<file path="config.mk">
export PLATFORM = sky130hd
export DESIGN_NAME = imm_gen_pipe_flat
export DESIGN_NICKNAME = d
export VERILOG_FILES = /design/src/rtl/imm_gen_if.sv /design/src/rtl/imm_gen_pipe.sv /design/src/flat_wrapper.sv
export SDC_FILE = /design/constraint.sdc
export NUM_CORES = 1
export LEC_CHECK = 0
export BUFFER_PORTS_ARGS = -buffer_cell sky130_fd_sc_hd__buf_2
export CAP_MARGIN = 20
export CORE_AREA = 4 4 89 91
export DETAILED_ROUTE_END_ITERATION = 10
export DIE_AREA = 0 0 93 95
export HOLD_SLACK_MARGIN = 0.15
export PLACE_DENSITY = 0.79
export SYNTH_ARGS = -nofsm -noshare
export SYNTH_HDL_FRONTEND = slang
export SYNTH_SLANG_ARGS = --single-unit
</file>
<file path="constraint.sdc">
create_clock -name clk -period 2.8 [get_ports clk]
set_input_delay 0.14 -clock clk [delete_from_list [all_inputs] [get_ports clk]]
set_output_delay 0.14 -clock clk [all_outputs]
set_load 0.03 [all_outputs]
</file>
<file path="src/rtl/imm_gen_if.sv">
// Handshake bundle for imm_gen_pipe: instruction in, decoded immediate out.
// The master drives instructions and consumes results; the slave is the decoder.
interface imm_gen_if #(
    parameter int unsigned XLEN = 32
) ();
    logic            in_valid;
    logic            in_ready;
    logic [31:0]     in_instr;
    logic            out_valid;
    logic            out_ready;
    logic [XLEN-1:0] out_imm;
    logic [2:0]      out_fmt;
    logic            out_illegal;

    modport master (
        output in_valid, in_instr, out_ready,
        input  in_ready, out_valid, out_imm, out_fmt, out_illegal
    );

    modport slave (
        input  in_valid, in_instr, out_ready,
        output in_ready, out_valid, out_imm, out_fmt, out_illegal
    );
endinterface

</file>
<file path="src/rtl/imm_gen_pipe.sv">
// RISC-V immediate generator: combinational decode feeding a 2-entry skid FIFO.
// Results (including illegal ones) leave in acceptance order, one cycle after entry.
module imm_gen_pipe #(
    parameter int unsigned XLEN       = 32,
    parameter bit          ENABLE_CSR = 1'b1
) (
    input  logic      clk,
    input  logic      rst_n,
    imm_gen_if.slave  bus
);
    typedef enum logic [2:0] {
        FmtNone = 3'd0,
        FmtI    = 3'd1,
        FmtS    = 3'd2,
        FmtB    = 3'd3,
        FmtU    = 3'd4,
        FmtJ    = 3'd5,
        FmtZ    = 3'd6
    } fmt_e;

    logic [31:0]     w_instr;
    logic [6:0]      w_opcode;
    logic [2:0]      w_funct3;
    logic [XLEN-1:0] w_imm;
    fmt_e            w_fmt;
    logic            w_illegal;
    logic            w_push;
    logic            w_pop;

    logic [XLEN-1:0] r_imm [2];
    fmt_e            r_fmt [2];
    logic            r_illegal [2];
    logic            r_wr_ptr;
    logic            r_rd_ptr;
    logic [1:0]      r_count;

    assign w_instr  = bus.in_instr;
    assign w_opcode = w_instr[6:0];
    assign w_funct3 = w_instr[14:12];

    always_comb begin
        w_imm     = '0;
        w_fmt     = FmtNone;
        w_illegal = 1'b0;
        if (w_instr[1:0] != 2'b11) begin
            w_illegal = 1'b1;
        end else begin
            case (w_opcode)
                7'b0000011, 7'b0010011, 7'b1100111, 7'b0001111: begin
                    w_fmt = FmtI;
                    w_imm = XLEN'($signed(w_instr[31:20]));
                end
                7'b0100011: begin
                    w_fmt = FmtS;
                    w_imm = XLEN'($signed({w_instr[31:25], w_instr[11:7]}));
                end
                7'b1100011: begin
                    w_fmt = FmtB;
                    w_imm = XLEN'($signed({w_instr[31], w_instr[7], w_instr[30:25],
                                           w_instr[11:8], 1'b0}));
                end
                7'b0110111, 7'b0010111: begin
                    w_fmt = FmtU;
                    w_imm = XLEN'($signed({w_instr[31:12], 12'b0}));
                end
                7'b1101111: begin
                    w_fmt = FmtJ;
                    w_imm = XLEN'($signed({w_instr[31], w_instr[19:12], w_instr[20],
                                           w_instr[30:21], 1'b0}));
                end
                7'b1110011: begin
                    if (w_funct3 == 3'b000) begin
                        w_fmt = FmtI;
                        w_imm = XLEN'($signed(w_instr[31:20]));
                    end else if (!ENABLE_CSR) begin
                        w_illegal = 1'b1;
                    end else if (w_funct3[2]) begin
                        // CSR immediate forms carry a 5-bit unsigned zimm in rs1
                        w_fmt = FmtZ;
                        w_imm = XLEN'(w_instr[19:15]);
                    end else begin
                        w_fmt = FmtI;
                        w_imm = XLEN'($signed(w_instr[31:20]));
                    end
                end
                7'b0110011, 7'b0111011: begin
                    w_fmt = FmtNone;
                end
                default: begin
                    w_illegal = 1'b1;
                end
            endcase
        end
    end

    assign bus.in_ready  = (r_count < 2'd2);
    assign bus.out_valid = (r_count != 2'd0);
    assign w_push        = bus.in_valid && bus.in_ready;
    assign w_pop         = bus.out_valid && bus.out_ready;

    always_ff @(posedge clk or negedge rst_n) begin
        if (!rst_n) begin
            r_count  <= 2'd0;
            r_wr_ptr <= 1'b0;
            r_rd_ptr <= 1'b0;
            for (int i = 0; i < 2; i++) begin
                r_imm[i]     <= '0;
                r_fmt[i]     <= FmtNone;
                r_illegal[i] <= 1'b0;
            end
        end else begin
            if (w_push) begin
                r_imm[r_wr_ptr]     <= w_imm;
                r_fmt[r_wr_ptr]     <= w_fmt;
                r_illegal[r_wr_ptr] <= w_illegal;
                r_wr_ptr            <= ~r_wr_ptr;
            end
            if (w_pop) begin
                r_rd_ptr <= ~r_rd_ptr;
            end
            case ({w_push, w_pop})
                2'b10:   r_count <= r_count + 2'd1;
                2'b01:   r_count <= r_count - 2'd1;
                default: r_count <= r_count;
            endcase
        end
    end

    assign bus.out_imm     = r_imm[r_rd_ptr];
    assign bus.out_fmt     = r_fmt[r_rd_ptr];
    assign bus.out_illegal = r_illegal[r_rd_ptr];
endmodule

</file>
<file path="src/flat_wrapper.sv">
// flat-port wrapper written by rule: the top's interface ports become plain ports
module imm_gen_pipe_flat 
#(
    parameter int unsigned XLEN       = 32,
    parameter bit          ENABLE_CSR = 1'b1
)
  (clk, rst_n, bus_in_valid, bus_in_instr, bus_out_ready, bus_in_ready, bus_out_valid, bus_out_imm, bus_out_fmt, bus_out_illegal);
  imm_gen_if #(.XLEN(XLEN)) bus_i ();
  input  logic clk;
  input  logic rst_n;
  input wire logic [$bits(bus_i.in_valid)-1:0] bus_in_valid;
  input wire logic [$bits(bus_i.in_instr)-1:0] bus_in_instr;
  input wire logic [$bits(bus_i.out_ready)-1:0] bus_out_ready;
  output wire logic [$bits(bus_i.in_ready)-1:0] bus_in_ready;
  output wire logic [$bits(bus_i.out_valid)-1:0] bus_out_valid;
  output wire logic [$bits(bus_i.out_imm)-1:0] bus_out_imm;
  output wire logic [$bits(bus_i.out_fmt)-1:0] bus_out_fmt;
  output wire logic [$bits(bus_i.out_illegal)-1:0] bus_out_illegal;
  assign bus_i.in_valid = bus_in_valid;
  assign bus_i.in_instr = bus_in_instr;
  assign bus_i.out_ready = bus_out_ready;
  assign bus_in_ready = bus_i.in_ready;
  assign bus_out_valid = bus_i.out_valid;
  assign bus_out_imm = bus_i.out_imm;
  assign bus_out_fmt = bus_i.out_fmt;
  assign bus_out_illegal = bus_i.out_illegal;
  imm_gen_pipe #(.XLEN(XLEN), .ENABLE_CSR(ENABLE_CSR)) u_core (.clk(clk), .rst_n(rst_n), .bus(bus_i));
endmodule
</file>
# Word level (Yosys, flattened, before mapping)

Index checks and enable logic that the tools add are counted.

Bits in registers: 76

Reduce and logical (&&, ||, !) cells: 9
Order comparisons: 4
Bitwise logic cells: 4
Equality and inequality tests: 15
Add/subtract/negate cells: 2
Muxes and demuxes: 29

Operators with widths:

| operator              | count |
|---|---|
| $mux W32              | 7 |
| $pmux W32 S6          | 1 |
| $bwmux W64            | 1 |
| $demux W32 S1         | 1 |
| $eq A7 B6 Y1 const B  | 4 |
| $eq A7 B7 Y1 const B  | 4 |
| $mux W3               | 7 |
| $pmux W3 S6           | 1 |
| $eq A7 B5 Y1 const B  | 2 |
| $reduce_or A12 Y1     | 1 |
| $eq A7 B2 Y1 const B  | 1 |
| $eq A7 B4 Y1 const B  | 1 |
| $bwmux W6             | 1 |
| $mux W1               | 6 |
| $ge A2 B2 Y1 const B  | 2 |
| $not A1 Y2            | 2 |
| $pmux W2 S2           | 1 |
| $reduce_bool A2 Y1    | 2 |
| $reduce_or A4 Y1      | 1 |
| $demux W3 S1          | 1 |
| $logic_and A1 B1 Y1   | 3 |
| $logic_not A3 Y1      | 1 |
| $add A2 B1 Y2 const B | 1 |
| $bwmux W2             | 1 |
| other kinds (9)       | 10 |

# Longest topological paths before layout

Word-level depth: 6
Mapped depth: 8
Depth with buffers taken out: 6

# Least setup slack after synthesis

OpenSTA, ideal clock, no wires.

Path kind: register -> register
Start point: register u_core.r_count[0]
End point: register u_core.r_count[1]
Slack: 1.201 ns
Arrival time: 1.467 ns
Stages on the path, launching flop included: 6
Setup time: 0.132 ns
Buffers on the path: 0
Period minus slack after synthesis: 1.599 ns
Required time: 2.668 ns
Path through: dfrtp_1 > or2_2 > and2_1 > ha_1 > nor2_1 > xnor2_1

Cells in the longest elaborated chain, start to end: 4

RTL lines:

| what                                              | line                | text |
|---|---|---|
| from (decl)                                       | imm_gen_pipe.sv:35  | `logic [1:0] r_count;` |
| from (signal assigned)                            | imm_gen_pipe.sv:122 | `2'b10: r_count <= r_count + 2'd1;` |
| from (signal assigned)                            | imm_gen_pipe.sv:123 | `2'b01: r_count <= r_count - 2'd1;` |
| from (signal assigned)                            | imm_gen_pipe.sv:124 | `default: r_count <= r_count;` |
| $reduce_bool A2 Y1 (*)                            | imm_gen_pipe.sv:97  | `assign bus.out_valid = (r_count != 2'd0);` |
| named net bus_out_valid                           | flat_wrapper.sv:15  | `output wire logic [$bits(bus_i.out_valid)-1:0] bus_out_valid;` |
| $logic_and A1 B1 Y1 (*)                           | imm_gen_pipe.sv:99  | `assign w_pop = bus.out_valid && bus.out_ready;` |
| named net u_core.w_pop                            | imm_gen_pipe.sv:28  | `logic w_pop;` |
| $eq A2 B1 Y1 or $eq A2 B2 Y1 (tied branches)      | imm_gen_pipe.sv:121 | `case ({w_push, w_pop})` |
| $pmux W2 S2 or $reduce_bool A2 Y1 (tied branches) | -                   |  |

Mark *: on every way through the listed nets, which the timed path passes. The rest lies on a longest branch.
A chain may end at the register's enable or synchronous reset.

# Worst setup path in the final report

Start point: register u_core.r_rd_ptr
End point: output port bus_out_imm[5]

Cells in the longest elaborated chain, start to end: 4

RTL lines:

| what                                         | line                | text |
|---|---|---|
| from (decl)                                  | imm_gen_pipe.sv:34  | `logic r_rd_ptr;` |
| from (signal assigned)                       | imm_gen_pipe.sv:119 | `r_rd_ptr <= ~r_rd_ptr;` |
| $not A1 Y2 (implied by the code)             | imm_gen_pipe.sv:129 | `assign bus.out_imm = r_imm[r_rd_ptr];` |
| $mux W32 (implied by the code) (3 in series) | imm_gen_pipe.sv:129 |  |
| to (decl)                                    | flat_wrapper.sv:16  | `output wire logic [$bits(bus_i.out_imm)-1:0] bus_out_imm;` |

No other way between the ends. The select of a mux whose other input is x is not followed.

==> results_dict.tcl <==
set metrics [dict create \
    status "finished clean" \
    fin_hold_ws_ns 0.172 \
    postSynthCellCount 420 \
    ys_seq_elements 76 \
    finalCritPeriodShare_pct 74.9 \
    dp.cells 570 \
    power_density_nw_per_um2 1070 \
    place_area_um2 4330 \
    max_clock_freq_mhz 477 \
    finClkSkew_ns 0.00856 \
    cts_max_path_buffers 2 \
    period_needed_ns 2.10 \
    cts_sinks 76 \
    wire_per_inst_um 16.7 \
    drt_iter0_markers 280 \
    cts_made_buffers 9 \
    fp-row-count 31 \
    area_growth_pct 20.4 \
    yosysSeqAreaShare_pct 48.6 \
    critPathLaunchType "flip-flop" \
    synth_top_area_cell "dfrtp_1" \
    dr.pass1.iters 5 \
    grt.overflow.total 0 \
    wl_um 10100 \
    drive_gt1_share_pct 28.7 \
    die_w_um 93 \
    worstMarginPinSlew_ns 0.877 \
    synth_commonest_cells "76 x dfrtp_1, 68 x nand2_1, 60 x a21oi_1, 58 x nor2_1, 36 x mux2_2" \
    crit_type "reg2out" \
    end_kind "output port" \
    synth_most_common_cell "dfrtp_1" \
    multi_input_area_um2 1830 \
    coreArea_um2 7140 \
    ys_top_cells_by_area "dfrtp_1 49%, mux2_2 10%, a21oi_1 7.7%" \
    grt_first_pass_wirelength_um 16400 \
    ys_warn_count 0 \
    fin_setup_tns_ns 0 \
    fin_cells 604 \
    synth_flop_cell "dfrtp_1" \
    worstPathArrival_ns 1.96 \
    cts_tree "yes" \
    synthArstFlopShare_pct 100 \
    dieHeight_um 95 \
    antenna_cells 0 \
    cp.required_ns 2.66 \
    clk_pin_slew_worst_paths_ns 0.07 \
    fin_nets 537 \
    peakVddDrop_mv 0.809 \
    via_count 3344 \
    rsz0062_at_grt "no" \
    slew_headroom_pct 41.5 \
    hp-class "in2reg" \
    leakagePower_nw 2.15 \
    clock_tree.root_cell "clkbuf_8" \
    ios 74 \
    initial_core_util_pct 54.8 \
    yosys.area.top_type_share_pct 48.6 \
    hpwl_um 7000 \
    cp_max_fo 24 \
    maxCapViolCount 0 \
    post_cts_buffers 0 \
    dieArea_um2 8840 \
    grt_usage_pct 24.1 \
    antenna_left 0 \
    synth_edf_count 0 \
    synth_nets 457 \
    netlist_area_um2 3910 \
    clock_latency_ns 0.35 \
    drc_errors 0 \
    h-tree-depth 3 \
    portBuffers 73 \
    synth.distinct_cells 43 \
    setup_viol 0 \
    viasPerCell 5.54 \
    final.fill_count 625 \
    grt_max_degree 40 \
    slew_viol_final 0 \
    finalPower_w 0.00503 \
    regArea_um2 1900 \
    antenna_found_initial 0 \
    gp_congestion 0.906 \
    ctsResizeCount 0 \
    final_hold_viol_count 0 \
    final_area_um2 4710 \
    grt_pass1_vias 3295 \
    syn_avg_cell_area_um2 9.32 \
]
-- cells in the final DEF (no fill, tap or decap), types with 2 or more instances in the layout --
cell,Yosys,layout
buf_4,2,5
o22ai_2,2,2
clkbuf_8,0,10
and2_1,4,4
and3b_1,2,2
dlygate4sd3_1,0,18
o31ai_1,2,2
a21oi_2,4,4
a211oi_1,2,2
nand4_1,2,2
o21ai_0,12,12
buf_2,12,73
a21oi_1,60,60
and3_1,2,2
nand2_1,68,68
o22ai_1,5,5
nand3_1,10,10
inv_1,9,9
a221o_1,8,8
mux2_2,36,36
xnor2_1,3,3
dfrtp_1,76,76
nor3b_1,3,3
o211ai_1,2,2
o2111ai_1,2,2
a31oi_1,2,2
buf_12,0,2
nand2b_1,2,2
nor2_2,1,2
nor2_1,58,57
-- area by class of cell --
| type | instances | share of cell area, % |
|---|---|---|
| clock buffers | 11 | 3.00 |
| flip-flops and latches | 76 | 40.4 |
| well taps | 99 | 2.63 |
| inverters | 9 | 0.717 |
| clock inverters | 5 | 1.27 |
| repair buffers | 98 | 13.2 |
| multi-input cells | 306 | 38.8 |
-- logic make-up after synthesis --
kind of cell	after synthesis	synth area share, %
buffers and inverters	38	4.80
DFF	76	48.6
AOI/OAI and AO/OA	108	17.7
and+or+nand+nor	157	17.3
adders and majority gates	1	0.320
xor gates and xnor gates	4	0.895
muxes	36	10.4
-- power by group --
group	internal (W)	switching, W	total (W)
logic	0.000898	0.00148	0.00238
registers	0.00153	0.000267	0.00180
clock network	0.000440	0.000417	0.000857
total	0.00287	0.00217	0.00503
-- timing repair --
item                       in CTS  in global routing
setup endpoints to repair       0                  0
hold endpoints to repair       91                  0
hold buffers                   18                  0
-- state kept, by name, indices dropped and copies added (netlist names) --
signal,flops
u_core.r_rd_ptr,1
u_core.r_wr_ptr,1
u_core.r_count,2
u_core.r_illegal,2
u_core.r_imm,64
u_core.r_fmt,6
-- metal layers --
layer / wire length, um / global-route usage (%)
met3: 482 / 4.30
met4: 199 / 9.52
met1: 4470 / 33.0
met5: 0 / 0
met2: 4960 / 38.2
-- critical path, stage by stage (launching register included) --
cell and delay, ns:
dfrtp_1 0.78, buf_12 0.27, mux2_2 0.37, buf_2 0.18
-- metrics by stage --
step                      utilization [%]  setup slack (ns)
after floorplan                         -              1.20
after global placement               60.7              1.02
after detailed placement             60.7             0.997
after CTS                            66.0             0.693
after global routing                 66.0             0.641
final                                66.0             0.703
-- path summary, 6_finish.rpt --
kind,from,cells past startpoint,slack (ns),endpoint
setup / recovery,u_core.r_rd_ptr$_DFFE_PN0P_,3,0.70,bus_out_imm[5]
hold / removal,bus_in_instr[19],3,0.17,u_core.r_imm[51]$_DFFE_PN0P_
setup reg to reg,u_core.r_count[1]$_DFFE_PN0P_,6,1.07,u_core.r_imm[52]$_DFFE_PN0P_
hold reg to reg,u_core.r_imm[63]$_DFFE_PN0P_,2,0.48,u_core.r_imm[63]$_DFFE_PN0P_
max in group asynchronous,rst_n,3,1.64,u_core.r_imm[13]$_DFFE_PN0P_
min in group asynchronous,rst_n,2,0.44,u_core.r_fmt[1]$_DFFE_PN0P_
No activity file was read; power rests on OpenSTA's default activity.
